==> src/rtl/mips_pkg.sv <==
// Shared widths and types for the writeback path: register/data widths,
// the buffered port-B entry format and the arbiter's per-cycle source select.
package mips_pkg;

  localparam int REG_W  = 5;
  localparam int DATA_W = 32;
  localparam logic [REG_W-1:0] ZERO_REG = 5'd0;

  typedef struct packed {
    logic [REG_W-1:0]  regAddr;
    logic [DATA_W-1:0] data;
  } wb_entry_t;

  typedef enum logic [1:0] {
    SEL_NONE,
    SEL_A,
    SEL_B
  } wb_sel_e;

  // A write to $0 never creates a hazard, so it is excluded here once.
  function automatic logic regHit(input logic [REG_W-1:0] src,
                                  input logic [REG_W-1:0] dst,
                                  input logic             dstValid);
    return dstValid && (src == dst) && (src != ZERO_REG);
  endfunction

endpackage

==> src/rtl/wb_fifo.sv <==
// Small circular FIFO for port-B results; exposes per-entry destination
// registers and valid bits so the arbiter can flag pending writes.
module wb_fifo
  import mips_pkg::*;
#(
  parameter int DEPTH = 4
) (
  input  logic                            clk,
  input  logic                            reset,
  input  logic                            push_i,
  input  wb_entry_t                       pushEntry_i,
  input  logic                            pop_i,
  output wb_entry_t                       headEntry_o,
  output logic                            full_o,
  output logic                            empty_o,
  output logic [$clog2(DEPTH):0]          count_o,
  output logic [DEPTH-1:0][REG_W-1:0]     entryRegs_o,
  output logic [DEPTH-1:0]                entryValid_o
);

  localparam int PTR_W = $clog2(DEPTH);
  localparam logic [PTR_W:0] FULL_COUNT = DEPTH[PTR_W:0];

  logic [PTR_W-1:0]            wrPtr_q;
  logic [PTR_W-1:0]            rdPtr_q;
  logic [PTR_W:0]              count_q;
  wb_entry_t [DEPTH-1:0]       mem_q;
  logic [DEPTH-1:0]            valid_q;
  logic                        pushEn;
  logic                        popEn;

  assign full_o  = (count_q == FULL_COUNT);
  assign empty_o = (count_q == '0);
  assign count_o = count_q;
  assign pushEn  = push_i && !full_o;
  assign popEn   = pop_i && !empty_o;

  assign headEntry_o  = mem_q[rdPtr_q];
  assign entryValid_o = valid_q;

  always_comb begin
    entryRegs_o = '0;
    for (int i = 0; i < DEPTH; i++) begin
      entryRegs_o[i] = mem_q[i].regAddr;
    end
  end

  // Push and pop can only hit the same slot when empty or full, and the
  // gating above rules both of those out, so the valid bit updates never clash.
  always_ff @(posedge clk) begin
    if (reset) begin
      wrPtr_q <= '0;
      rdPtr_q <= '0;
      count_q <= '0;
      valid_q <= '0;
    end else begin
      if (pushEn) begin
        mem_q[wrPtr_q]   <= pushEntry_i;
        valid_q[wrPtr_q] <= 1'b1;
        wrPtr_q          <= wrPtr_q + 1'b1;
      end
      if (popEn) begin
        valid_q[rdPtr_q] <= 1'b0;
        rdPtr_q          <= rdPtr_q + 1'b1;
      end
      case ({pushEn, popEn})
        2'b10:   count_q <= count_q + 1'b1;
        2'b01:   count_q <= count_q - 1'b1;
        default: count_q <= count_q;
      endcase
    end
  end

endmodule

==> src/rtl/wb_write_arbiter.sv <==
// Register-file write-port arbiter: ALU results (port A) win by default,
// buffered multi-cycle results (port B) drain when A is idle or when starved.
module wb_write_arbiter
  import mips_pkg::*;
#(
  parameter int DEPTH      = 4,
  parameter int STARVE_MAX = 3
) (
  input  logic              clk,
  input  logic              reset,
  input  logic              a_valid,
  input  logic [REG_W-1:0]  a_reg,
  input  logic [DATA_W-1:0] a_data,
  input  logic              b_valid,
  output logic              b_ready,
  input  logic [REG_W-1:0]  b_reg,
  input  logic [DATA_W-1:0] b_data,
  output logic              a_hold,
  output logic              err,
  input  logic [REG_W-1:0]  readReg1,
  input  logic [REG_W-1:0]  readReg2,
  output logic              pend1,
  output logic              pend2,
  output logic              RegWriteSig,
  output logic [REG_W-1:0]  writeReg,
  output logic [DATA_W-1:0] writeData
);

  localparam int CNT_W    = $clog2(DEPTH) + 1;
  localparam int STARVE_W = $clog2(STARVE_MAX + 1);
  localparam logic [CNT_W-1:0]    FULL_COUNT   = DEPTH[CNT_W-1:0];
  localparam logic [STARVE_W-1:0] STARVE_LIMIT = STARVE_MAX[STARVE_W-1:0];

  logic                         fifoPush;
  logic                         fifoPop;
  logic                         fifoFull;
  logic                         fifoEmpty;
  logic [CNT_W-1:0]             fifoCount;
  wb_entry_t                    fifoHead;
  logic [DEPTH-1:0][REG_W-1:0]  fifoRegs;
  logic [DEPTH-1:0]             fifoValid;

  wb_sel_e                      sel;
  logic [STARVE_W-1:0]          starve_q, starve_d;
  logic                         aHold_q, aHold_d;
  logic                         err_q, err_d;
  logic                         we_q, we_d;
  logic [REG_W-1:0]             reg_q, reg_d;
  logic [DATA_W-1:0]            data_q, data_d;

  assign b_ready  = (fifoCount != FULL_COUNT);
  assign fifoPush = b_valid && !fifoFull;
  assign fifoPop  = (sel == SEL_B);

  wb_fifo #(.DEPTH(DEPTH)) u_fifo (
    .clk          (clk),
    .reset        (reset),
    .push_i       (fifoPush),
    .pushEntry_i  ('{regAddr: b_reg, data: b_data}),
    .pop_i        (fifoPop),
    .headEntry_o  (fifoHead),
    .full_o       (fifoFull),
    .empty_o      (fifoEmpty),
    .count_o      (fifoCount),
    .entryRegs_o  (fifoRegs),
    .entryValid_o (fifoValid)
  );

  // Source selection, output staging and starvation tracking for this cycle.
  always_comb begin
    sel      = SEL_NONE;
    we_d     = 1'b0;
    reg_d    = reg_q;
    data_d   = data_q;
    aHold_d  = 1'b0;
    starve_d = '0;
    err_d    = err_q || (aHold_q && a_valid);

    if (aHold_q) begin
      sel = fifoEmpty ? SEL_NONE : SEL_B;
    end else if (a_valid) begin
      sel = SEL_A;
    end else if (!fifoEmpty) begin
      sel = SEL_B;
    end

    case (sel)
      SEL_A: begin
        we_d   = (a_reg != ZERO_REG);
        reg_d  = a_reg;
        data_d = a_data;
      end
      SEL_B: begin
        we_d   = (fifoHead.regAddr != ZERO_REG);
        reg_d  = fifoHead.regAddr;
        data_d = fifoHead.data;
      end
      default: we_d = 1'b0;
    endcase

    // Only an A win over waiting B work counts toward forcing a drain.
    if (sel == SEL_A && !fifoEmpty) begin
      if (starve_q == STARVE_LIMIT - 1'b1) begin
        aHold_d = 1'b1;
      end else begin
        starve_d = starve_q + 1'b1;
      end
    end
  end

  always_comb begin
    pend1 = regHit(readReg1, reg_q, we_q);
    pend2 = regHit(readReg2, reg_q, we_q);
    for (int i = 0; i < DEPTH; i++) begin
      pend1 = pend1 || regHit(readReg1, fifoRegs[i], fifoValid[i]);
      pend2 = pend2 || regHit(readReg2, fifoRegs[i], fifoValid[i]);
    end
  end

  always_ff @(posedge clk) begin
    if (reset) begin
      starve_q <= '0;
      aHold_q  <= 1'b0;
      err_q    <= 1'b0;
      we_q     <= 1'b0;
      reg_q    <= '0;
      data_q   <= '0;
    end else begin
      starve_q <= starve_d;
      aHold_q  <= aHold_d;
      err_q    <= err_d;
      we_q     <= we_d;
      reg_q    <= reg_d;
      data_q   <= data_d;
    end
  end

  assign a_hold      = aHold_q;
  assign err         = err_q;
  assign RegWriteSig = we_q;
  assign writeReg    = reg_q;
  assign writeData   = data_q;

endmodule

==> config.mk <==
export PLATFORM = sky130hd
export DESIGN_NAME = wb_write_arbiter
export DESIGN_NICKNAME = d
export VERILOG_FILES = /design/src/rtl/mips_pkg.sv /design/src/rtl/wb_fifo.sv /design/src/rtl/wb_write_arbiter.sv
export SDC_FILE = /design/constraint.sdc
export NUM_CORES = 1
export LEC_CHECK = 0
export BUFFER_PORTS_ARGS = -buffer_cell sky130_fd_sc_hd__buf_2
export CAP_MARGIN = 10
export CORE_ASPECT_RATIO = 0.8
export CORE_UTILIZATION = 30
export DETAILED_ROUTE_END_ITERATION = 7
export PLACE_DENSITY = 0.52
export SYNTH_ARGS = -nofsm -noshare
export SYNTH_HDL_FRONTEND = slang
export SYNTH_HIERARCHICAL = 1
export SYNTH_SLANG_ARGS = --single-unit
export TNS_END_PERCENT = 10
==> constraint.sdc <==
create_clock -name clk -period 6.05 [get_ports clk]
set_input_delay 1.21 -clock clk [delete_from_list [all_inputs] [get_ports clk]]
set_output_delay 1.21 -clock clk [all_outputs]
set_load 0.01 [all_outputs]
==> results of run 1 <==
-- metal layers --
| metal | vias to the layer above | GRT usage |
|---|---|---|
| met5 | - | 0 |
| met4 | 4 | 0.0268 |
| met3 | 31 | 0.0299 |
| met2 | 139 | 0.236 |
| met1 | 2494 | 0.187 |
| li1 | 2318 | - |
-- cell type report --
| cell class | instances | area, um^2 | share of cell area |
|---|---|---|---|
| diodes | 2 | 5.00 | 0.000490 |
| clock buffers | 30 | 621 | 0.0608 |
| clock inverters | 10 | 92.6 | 0.00907 |
| inverters | 10 | 37.5 | 0.00368 |
| multi-input cells | 288 | 2730 | 0.267 |
| flip-flops and latches | 201 | 5510 | 0.540 |
| well taps | 370 | 463 | 0.0454 |
| repair buffers | 143 | 748 | 0.0733 |
-- synthesized netlist by cell type, types with 2 or more instances --
cell type / count / area share
edfxtp_1: 148 / 0.52
dfxtp_1: 53 / 0.12
nor2_1: 48 / 0.021
xor2_1: 42 / 0.043
a211oi_1: 41 / 0.036
mux2i_1: 39 / 0.045
mux4_2: 37 / 0.097
buf_4: 28 / 0.024
buf_2: 14 / 0.0081
clkbuf_1: 13 / 0.0057
nand3_1: 12 / 0.0070
xnor2_1: 11 / 0.011
ha_1: 10 / 0.015
inv_1: 10 / 0.0044
nor4_1: 10 / 0.0073
a31oi_1: 4 / 0.0029
buf_6: 4 / 0.0052
nor3b_1: 4 / 0.0035
or4_1: 4 / 0.0035
a21oi_1: 3 / 0.0017
nand2_1: 3 / 0.0013
nand2b_1: 3 / 0.0022
nor3_1: 3 / 0.0017
nor2b_1: 2 / 0.0015
o22a_1: 2 / 0.0020
-- sequential cells by signal, indices dropped and copies added, names as in the netlist, 2 cells and up --
signal,cells
u_fifo/mem_q,128
writeData,32
u_fifo/entryRegs_o,20
writeReg,5
u_fifo/entryValid_o,4
u_fifo/count_o,3
starve_q,2
u_fifo/rdPtr_q,2
u_fifo/wrPtr_q,2
-- kinds of logic (layout without fill, tap and decap cells) --
group | after synthesis | in the layout
adders and majority gates | 11 | 11
buffers and inverters | 70 | 193
xor gates and xnor gates | 53 | 53
and+or+nand+nor | 93 | 93
muxes | 77 | 77
AOI/OAI and AO/OA | 54 | 54
DFF | 201 | 201
other | 0 | 2
-- final timing paths --
path,to,cells past startpoint
min reg2reg,starve_q[0]$_SDFF_PP0_,1
max,pend1,7
max reg2reg,u_fifo/mem_q[51]$_DFFE_PP_,7
min,starve_q[0]$_SDFF_PP0_,1
-- power by group through the flow --
stage / combinational, mW / sequential, mW / clock (mW)
floorplan: 0.643 / 1.71 / 0
global placement: 0.805 / 1.76 / 0
detailed placement: 0.823 / 1.77 / 0
CTS: 0.828 / 1.74 / 1.33
global route: 0.888 / 1.76 / 1.39
finish: 0.811 / 1.74 / 1.30
-- worst max-delay path, cell delays in order --
cell     delay [ps]
buf_2           160
xor2_1          170
nor4_1          350
nand3_1         110
nand3_1         100
o22a_1          160
buf_2           130
-- per-stage QoR --
stage / hold WS [ps] / setup slack (ps)
after floorplan: 391 / 1070
after global placement: 399 / 2490
after detailed placement: 406 / 2440
after CTS: 414 / 2440
after global routing: 444 / 2330
final: 411 / 2450
==> results.md, run 1 <==
- Status: complete, no violations
- Rows: 55
- RSZ-0062 raised after global routing: no
- Mean post-synth cell area: 15.4 um^2
- Core footprint: around 28000 um^2
- WL met2: around 10 mm
- Setup TNS: 0 ps
- Clk buf depth: 3
- Fin crit period: 3600 ps
- R2R Path Start: u_fifo/count_o[0]$_SDFFE_PP0P_
- Buffers on Ports: 130
- Hold_buf cts: 0
- Post-synthesis xor/xnor area fraction: 0.0539
- WL/cell: around 19 um
- Setup CP Type: input pin to output port
- Switch Pwr: 1.07 mW
- Max-slew violations: 0
- Post-route cell area: between 10000 and 15000 um^2
- Peak supply drop: 0.307 mV
- WP data required: between 4000 and 5000 ps
- Max frequency: roughly 280 MHz
- Max capacitance violation total: 0
- Largest family of logic cells by synthesized area: multiplexers
- Max Clock Skew: around 20 ps
- Worst R2R Setup Slack: around 3100 ps
- CTS tree: yes
- Sw Share: 0.278
- Vias in the first global route: 5248
- Post-synth EDFFs: about 150
- Total GRT Usage: 0.140
- Clock share of power: 0.337
- Headroom to the max-slew limit: 0.408
- Post-cts resize count: 0
- Worst Tran Pin Value: between 800 and 900 ps
- Routability cong.: ~0.8
- Number of remaining DRC errors: 0
- Final Hold Viols: 0
- Post-CTS Setup Bufs: 0
- First-pass GRT wire length: around 31 mm
- Combinational Power Share: 0.211
- CP startpoint: readReg1[3]
- Placed instance area: about 9500 um^2
- Most common cell after layout, fill and taps aside: edfxtp_1
- Initial antenna violation count: 5
- Mapped Nets: between 600 and 700
- Initial DRC Count: 370
- Top Ports: between 100 and 150
- Post-Synth Adder-Cell Area: 0.0168
- Fraction of registers with async set/reset: 0
- Layout cells sized above 1: 0.333
- Pre-Repair DR Iteration Count: 4
- Critical Path End Type: output port
- Post-synthesis simple-gate area fraction: 0.0527
- Num CTS Buffers: 22
- Routed via count: 4986
- WL final: between 20 and 25 mm
- Gr ovfl total: 0
- Pwr Density: 377 nW/um^2
- Clock-pin slew of the registers on the worst-case setup and hold paths: around 60 ps
- Startpoint Class: input pin
- Hold_sp: starve_q[0]$_SDFF_PP0_
- Final #Nets: 765
- WL met3: between 1 and 1.5 mm
- Met1 WL: 9.28 mm
- Synthesized area: about 8600 um^2
- Final Instance Count excl. Fillers: approximately 1100
- Most frequent cells in the layout: 148 x edfxtp_1, 130 x buf_2, 51 x dfxtp_1
- Synth unique cells: 36
- Hold Crit Class: register to register
- Clock Latency Late Sink: 500 ps
- Die W: approximately 190 um
- Largest net degree at the start of global routing: 79
- Synth warn: 6
- Seq pwr share: 0.452
- Die Y: between 150 and 200 um
- Placed Instances: a little over 1000
- Setup Viol. Count Final: 0
- Routed Antenna Nets: 0
- Area grow syn2layout: 18.4%
- Post-synthesis mux area share: 0.144
- Clk sink count: ~200
- P_int: about 2.8 mW
- Utilization after layout: 0.361
- Crit share post-route: 0.594
- LEAKAGE: between 3 and 4 nW
- Total power draw: 3.84 mW
- Initial Util: 0.305
- Post-synth top flop: edfxtp_1
- DR vias/cell: 4.73
- WP data arrival: ~2400 ps
- CP Max Fanout: 6
- Yosys reg bits: between 200 and 250
- Top Metal Used: met5
- # fillers: ~2700
- Clock root buffer: clkbuf_16
- Die area: about 30000 um^2
- Gate count after technology mapping: around 560
- DP HPWL: around 14 mm
- Register area share after synthesis: 0.639
- Compound-Gate Fraction of Synth Area: 0.0460
- Htree depth: 1
Note: power is estimated with default switching activity, not from simulation.
==> run 2: changes to the inputs <==
Settings changed: ABC_AREA set to 1, PLACE_DENSITY 0.52 to 0.51.
Clock period 6.05 ns to 3.47 ns, I/O delays scaled along.
==> run 2 against run 1 <==
Hold slack got worse by 2.5 ps. Wire length rose by 23%. Clock power rose by 78%. Utilization rose by 0.15 points. Critical path type is now register to output port.
==> results.md, run 2 <==
- Status: complete, no violations (unchanged)
- Worst Tran Pin Value: 975 ps (was 889 ps)
- DR vias/cell: 4.71 (was 4.73)
- Clock Latency Late Sink: 500 ps (about the same)
- Final Hold Viols: 0 (unchanged)
- CP max stage cell: edfxtp_1 (was nor4_1)
- WP data arrival: 1730 ps (was 2390 ps)
- Num CTS Buffers: 22 (unchanged)
- Clock-pin slew of the registers on the worst-case setup and hold paths: 60 ps (about the same)
- Crit share post-route: 0.699
- Post-synth top flop: edfxtp_1 (unchanged)
- Most common cell after layout, fill and taps aside: nor2_1 (was edfxtp_1)
- Number of remaining DRC errors: 0 (unchanged)
- Gr ovfl total: 0 (unchanged)
- Clk buf depth: 3 (unchanged)
- Final worst setup slack: 1040 ps (was 2450 ps)
- Routed via count: 6845 (was 4986)
- Top reg by flops: u_fifo/mem_q (unchanged)
- Mean post-synth cell area: 9.89 um^2 (was 15.4 um^2)
- Clock root buffer: clkbuf_16 (unchanged)
- Die Y: 159 um (was 154 um)
- Register area share after synthesis: 0.598 (was 0.639)
- Setup CP Type: register to output port (was input pin to output port)
- Max reg flops: 128 (unchanged)
- Most frequent cells in the layout: 193 x nor2_1, 148 x edfxtp_1, 130 x buf_2 (was 148 x edfxtp_1, 130 x buf_2, 51 x dfxtp_1)
- Yosys reg bits: 201 (unchanged)
- WL final: 25.2 mm (was 20.5 mm)
- CTS tree: yes (unchanged)
- Initial antenna violation count: 1 (was 5)
- Max capacitance violation total: 0 (unchanged)
- # diodes: 0 (was 2)
- Setup Viol. Count Final: 0 (unchanged)
- Routability cong.: 0.892 (was 0.820)
- Total power draw: 7.33 mW (was 3.84 mW)
- Post-CTS Setup Bufs: 0 (unchanged)
- Fraction of registers with async set/reset: 0 (unchanged)
- Layout cells sized above 1: 0.212 (was 0.333)
- Worst R2R Setup Slack: 1060 ps (was 3120 ps)
- Hold Crit Class: register to register (unchanged)
- Critical Path, Cell by Cell: inv_1 > nand2_1 > nand2_1 > nor2_1 > nand3_1 > nand3_1 > nor2_1 > nor2_1 > buf_2 (was buf_2 > xor2_1 > nor4_1 > nand3_1 > nand3_1 > o22a_1 > buf_2)
- Pre-Repair DR Iteration Count: 5 (was 4)
- First-pass GRT wire length: 38.8 mm (was 31.3 mm)
- Largest stage delay, worst path: 430 ps (was 350 ps)
- Vias in the first global route: 6610 (was 5248)
- Crit-path most repeated cell: nor2_1
- Startpoint Class: register (was input pin)
- Synth warn: 6 (unchanged)
- Hold WS: 409 ps (was 411 ps)
- Clk sink count: 201 (unchanged)
- Initial DRC Count: 470 (was 370)
- Leading area contributor after synthesis: edfxtp_1 (unchanged)
- WL/cell: 17.4 um (was 19.4 um)
- DP HPWL: 16.9 mm (was 13.7 mm)
- Initial Util: 0.309 (was 0.305)
- Buffers on Ports: 130 (unchanged)
- Max frequency: between 400 and 500 MHz
- Mapped Nets: 1030 (was 658)
- Final #Nets: 1131 (was 765)
- Most frequent cells after synthesis: 197 x nor2_1, 148 x edfxtp_1, 126 x nand2_1 (was 148 x edfxtp_1, 53 x dfxtp_1, 48 x nor2_1)
- Synth unique cells: 33 (was 36)
- Max-slew violations: 0 (unchanged)
- Post-cts resize count: 0 (unchanged)
- Ranking of synthesized cells by area: edfxtp_1 48%, dfxtp_1 12%, nor2_1 8.0% (was edfxtp_1 52%, dfxtp_1 12%, mux4_2 9.7%)
- Headroom to the max-slew limit: 0.349 (was 0.408)
- Fin crit period: between 2000 and 2500 ps
- Max Clock Skew: 15.1 ps (was 19.4 ps)
- Area grow syn2layout: 17.1% (was 18.4%)
- Rows: 56 (was 55)
- Peak supply drop: 0.283 mV (was 0.307 mV)
- Htree depth: 1 (unchanged)
- Pre-CTS setup slack: 881 ps (was 2440 ps)
- CP Max Fanout: 4 (was 6)
- Die W: 198 um (was 192 um)
- Synthesized area: 9210 um^2 (was 8620 um^2)
- Gate count after technology mapping: 931 (was 559)
- LEAKAGE: 4.32 nW (was 3.77 nW)
- Routed Antenna Nets: 0 (unchanged)
- Share of the synthesized area in the top cell type: 0.482 (was 0.516)
- # fillers: 3023 (was 2676)
- Most numerous cell in the Yosys netlist: nor2_1 (was edfxtp_1)
- Hold_buf cts: 0 (unchanged)
- Die area: 31400 um^2 (was 29400 um^2)
- Setup TNS: 0 ps (unchanged)
- Total GRT Usage: 0.160 (was 0.140)
- Pwr Density: 680 nW/um^2 (was 377 nW/um^2)
- Top Ports: 131 (unchanged)
- Core footprint: 29800 um^2 (was 28300 um^2)
- Critical Path End Type: output port (unchanged)
- Post-synth EDFFs: 148 (unchanged)
- Largest net degree at the start of global routing: 48 (was 79)
- WP data required: 2780 ps (was 4840 ps)
- RSZ-0062 raised after global routing: no (unchanged)
[run 2: per-stage QoR]
stage / util / cells / cell area [um^2]
floorplan: - / 931 / 9210
global placement: 0.338 / 1414 / 10100
detailed placement: 0.338 / 1414 / 10100
CTS: 0.362 / 1454 / 10800
global route: 0.362 / 1454 / 10800
finish: 0.362 / 1454 / 10800
[run 2: critical path: cells and delay by family (launching register included)]
kind / cells / cell delay (ps)
and+or+nand+nor: 7 / 600
DFF: 1 / 430
buffers and inverters: 2 / 210
[run 2: worst paths after layout]
path | depth (start not counted) | start | end
max | 9 | u_fifo/entryRegs_o[8]$_DFFE_PP_ | pend2
min | 1 | starve_q[0]$_SDFF_PP0_ | starve_q[0]$_SDFF_PP0_
max reg2reg | 7 | u_fifo/count_o[1]$_SDFFE_PP0P_ | u_fifo/mem_q[15]$_DFFE_PP_
min reg2reg | 1 | starve_q[0]$_SDFF_PP0_ | starve_q[0]$_SDFF_PP0_
[run 2: final cells by class]
cell class / count / area (um^2) / area share
timing repair buffer: 143 / 761 / 0.0705
clock buffer: 29 / 639 / 0.0593
multi-input combinational: 591 / 3000 / 0.278
inverter: 73 / 279 / 0.0259
tap: 406 / 508 / 0.0471
clock inverter: 11 / 92.6 / 0.00858
sequential: 201 / 5510 / 0.510
[run 2: report_power, final]
group | internal [mW] | total [mW] | leakage, nW | switching (mW)
combinational | 0.638 | 1.98 | 2.18 | 1.34
clock | 1.38 | 2.31 | 0.352 | 0.935
sequential | 2.87 | 3.04 | 1.78 | 0.174
total | 4.88 | 7.33 | 4.32 | 2.45
[run 2: cells by family after synthesis]
group | synth area share
simple gates | 0.175
compound gates | 0.128
xor+xnor | 0.00285
buf+inv | 0.0797
flops | 0.598
fa+ha+maj | 0.0158
[run 2: per-layer routing]
metal | up-vias | wire length, um | track usage
met5 | - | 0 | 0
met4 | 0 | 450 | 0.0359
met3 | 33 | 1780 | 0.0350
met2 | 224 | 10800 | 0.239
met1 | 3212 | 12200 | 0.236
li1 | 3376 | - | -
==> run 3: changes to the inputs <==
Settings changed: ABC_AREA 1 to 0, PLACE_DENSITY 0.51 to 0.52.
Clock period 3.47 ns to 2.4 ns, I/O delays scaled along.
==> run 3 against run 2 <==
Non-clock buffer count increased by 13. Worst setup slack worse by 1000 ps. Clock skew hardly changed. Global-route usage fell by 2.3 points. Clock power increased by 52%. Via count fell by 25%. Largest cell class unchanged. Largest power group unchanged.
==> results.md, run 3 (synthesis gave the netlist of run 1 again) <==
- Seq pwr share: 0.419 (was 0.414)
- Top Ports: 131 (unchanged)
- Vias in the first global route: 5332 (was 6610)
- Most common cell after layout, fill and taps aside: edfxtp_1 (was nor2_1)
- Initial DRC Count: 269 (was 470)
- Combinational Power Share: 0.234 (was 0.270)
- Rows: 55 (was 56)
- Pre-CTS setup slack: -86.0 ps (was 881 ps)
- Clock root buffer: clkbuf_16 (unchanged)
- Number of remaining DRC errors: 0 (unchanged)
- CP startpoint: u_fifo/entryRegs_o[14]$_DFFE_PP_ (was u_fifo/entryRegs_o[8]$_DFFE_PP_)
- Hold_buf cts: 0 (unchanged)
- Crit share post-route: 0.994
- Hold Crit Class: input pin to register (was register to register)
- Clk buf depth: 3 (unchanged)
- # fillers: 2680 (was 3023)
- Peak supply drop: 0.542 mV (was 0.283 mV)
- CP Max Fanout: 3 (was 4)
- P_int: 7.29 mW (was 4.88 mW)
- Initial antenna violation count: 7 (was 1)
- Total power draw: 10.1 mW (was 7.33 mW)
- Fin crit period: 2390 ps
- Clk sink count: 201 (unchanged)
- Status: complete, no violations (unchanged)
- Critical Path, Cell by Cell: xor2_1 > nor4_2 > nand3_1 > nand2_1 > o22a_1 > buf_2 (was inv_1 > nand2_1 > nand2_1 > nor2_1 > nand3_1 > nand3_1 > nor2_1 > nor2_1 > buf_2)
- RSZ-0062 raised after global routing: yes (was no)
- Post-route cell area: 10500 um^2 (was 10800 um^2)
- Area grow syn2layout: 22.2% (was 17.1%)
- Pre-Repair DR Iteration Count: 4 (was 5)
- Setup TNS: 0 ps (unchanged)
- WL final: 20.0 mm (was 25.2 mm)
- Setup CP Type: register to output port (unchanged)
- Final #Nets: 779 (was 1131)
- Switch Pwr: 2.80 mW (was 2.45 mW)
- Largest net degree at the start of global routing: 79 (was 48)
- Layout cells sized above 1: 0.372 (was 0.212)
- CTS tree: yes (unchanged)
- DP HPWL: 13.3 mm (was 16.9 mm)
- Gr ovfl total: 0 (unchanged)
- Num CTS Buffers: 23 (was 22)
- Critical Path End Type: output port (unchanged)
- CP max stage cell: edfxtp_1 (unchanged)
- Largest stage delay, worst path: 440 ps (was 430 ps)
- Initial Util: 0.305 (was 0.309)
- Placed instance area: 9680 um^2 (was 10100 um^2)
- R2R Path Start: u_fifo/count_o[0]$_SDFFE_PP0P_ (was u_fifo/count_o[1]$_SDFFE_PP0P_)
- Total GRT Usage: 0.137 (was 0.160)
- Max reg flops: 128 (unchanged)
- Most frequent cells in the layout: 148 x edfxtp_1, 130 x buf_2, 48 x dfxtp_1, 48 x nor2_1 (was 193 x nor2_1, 148 x edfxtp_1, 130 x buf_2)
- Max frequency: 419 MHz
- Buffers on Ports: 130 (unchanged)
- Die W: 192 um (was 198 um)
- Final worst setup slack: 14.3 ps (was 1040 ps)
- Core footprint: 28300 um^2 (was 29800 um^2)
- FF+latch area: 5510 um^2 (about the same)
- Routed via count: 5123 (was 6845)
- Clock-pin slew of the registers on the worst-case setup and hold paths: 60 ps (about the same)
- Worst Tran Pin Value: 842 ps (was 975 ps)
- Pwr Density: 958 nW/um^2 (was 680 nW/um^2)
- Die area: 29400 um^2 (was 31400 um^2)
- Multi-input gate area: 2830 um^2 (was 3000 um^2)
- LEAKAGE: 3.91 nW (was 4.32 nW)
- Die Y: 154 um (was 159 um)
- First-pass GRT wire length: 30.9 mm (was 38.8 mm)
- Htree depth: 1 (unchanged)
- WP data arrival: 1910 ps (was 1730 ps)
- Routability cong.: 0.876 (was 0.892)
- Final Hold Viols: 0 (unchanged)
- WL/cell: 18.6 um (was 17.4 um)
- DR vias/cell: 4.78 (was 4.71)
- Max-slew violations: 0 (unchanged)
- Clock Latency Late Sink: 520 ps (was 500 ps)
- Max Clock Skew: 15.5 ps (was 15.1 ps)
- WP data required: 1920 ps (was 2780 ps)
- Worst R2R Setup Slack: 50 ps (was 1060 ps)
- Hold WS: 175 ps (was 409 ps)
- Startpoint Class: register (unchanged)
- Routed Antenna Nets: 0 (unchanged)
- Clock share of power: 0.347 (was 0.315)
- Max capacitance violation total: 0 (unchanged)
- Hold_sp: b_data[24] (was starve_q[0]$_SDFF_PP0_)
- Headroom to the max-slew limit: 0.439 (was 0.349)
- Setup Viol. Count Final: 0 (unchanged)
- Top reg by flops: u_fifo/mem_q (unchanged)
- Sw Share: 0.277 (was 0.334)
-- run 3: changes by cell type in the layout (fill, tap and decap cells not counted), sizes merged, moves of 11 or more --
cell and change:
a211oi +41, buf +13, inv -61, mux2i +39, mux4 +37, nand2 -126, nand3 -51, nor2 -152
o21ai -96, o22ai -40, o31ai -31, xnor2 +11, xor2 +39
-- run 3: critical path: cells and delay by family, from the launching register on --
family | cells | cell delay, ps
simple gates | 3 | 530
flops | 1 | 440
compound gates | 1 | 140
buf+inv | 1 | 120
xor+xnor | 1 | 190
-- run 3: what timing repair did --
item / CTS / global route
gates cloned: 0 / 0
setup buffers: 1 / 1
gates resized for setup: 5 / 7
pin swaps: 2 / 5
endpoints found under the setup margin: 3 / 3
-- run 3: layout make-up --
class / instances / share of cell area
tap: 370 / 0.0439
clock buffer: 29 / 0.0606
sequential: 201 / 0.523
timing repair buffer: 156 / 0.0854
antenna: 5 / 0.00119
inverter: 10 / 0.00392
clock inverter: 13 / 0.0126
multi-input combinational: 288 / 0.269
-- run 3: power groups by stage --
stage	combinational, mW	clock, mW	sequential [mW]
final	2.36	3.50	4.23
after global routing	2.57	3.71	4.27
after detailed placement	2.36	0	4.31
after floorplan	1.67	0	4.31
after global placement	2.31	0	4.28
after CTS	2.40	3.61	4.23
-- run 3: final timing paths --
kind | endpoint | depth (start not counted)
worst max register to register | u_fifo/count_o[2]$_SDFFE_PP0P_ | 11
worst min register to register | starve_q[0]$_SDFF_PP0_ | 1
worst max-delay path | pend1 | 6
worst min-delay path | u_fifo/mem_q[135]$_DFFE_PP_ | 1
-- run 3: layer usage --
metal | vias up | routed length (um) | global-route usage | part of all wire
met3 | 35 | 1200 | 0.0367 | 0.060
met4 | 4 | 412 | 0.0359 | 0.021
met1 | 2579 | 8940 | 0.180 | 0.45
met2 | 146 | 9390 | 0.224 | 0.47
met5 | - | 26 | 0 | 0.0013
li1 | 2359 | - | - | -
-- run 3: through the flow --
| step | util | std cells |
|---|---|---|
| 2_1_floorplan | - | 559 |
| 3_3_place_gp | 0.342 | 1023 |
| 3_5_place_dp | 0.342 | 1023 |
| 4_1_cts | 0.370 | 1066 |
| 5_1_grt | 0.372 | 1069 |
| 6_report | 0.372 | 1072 |
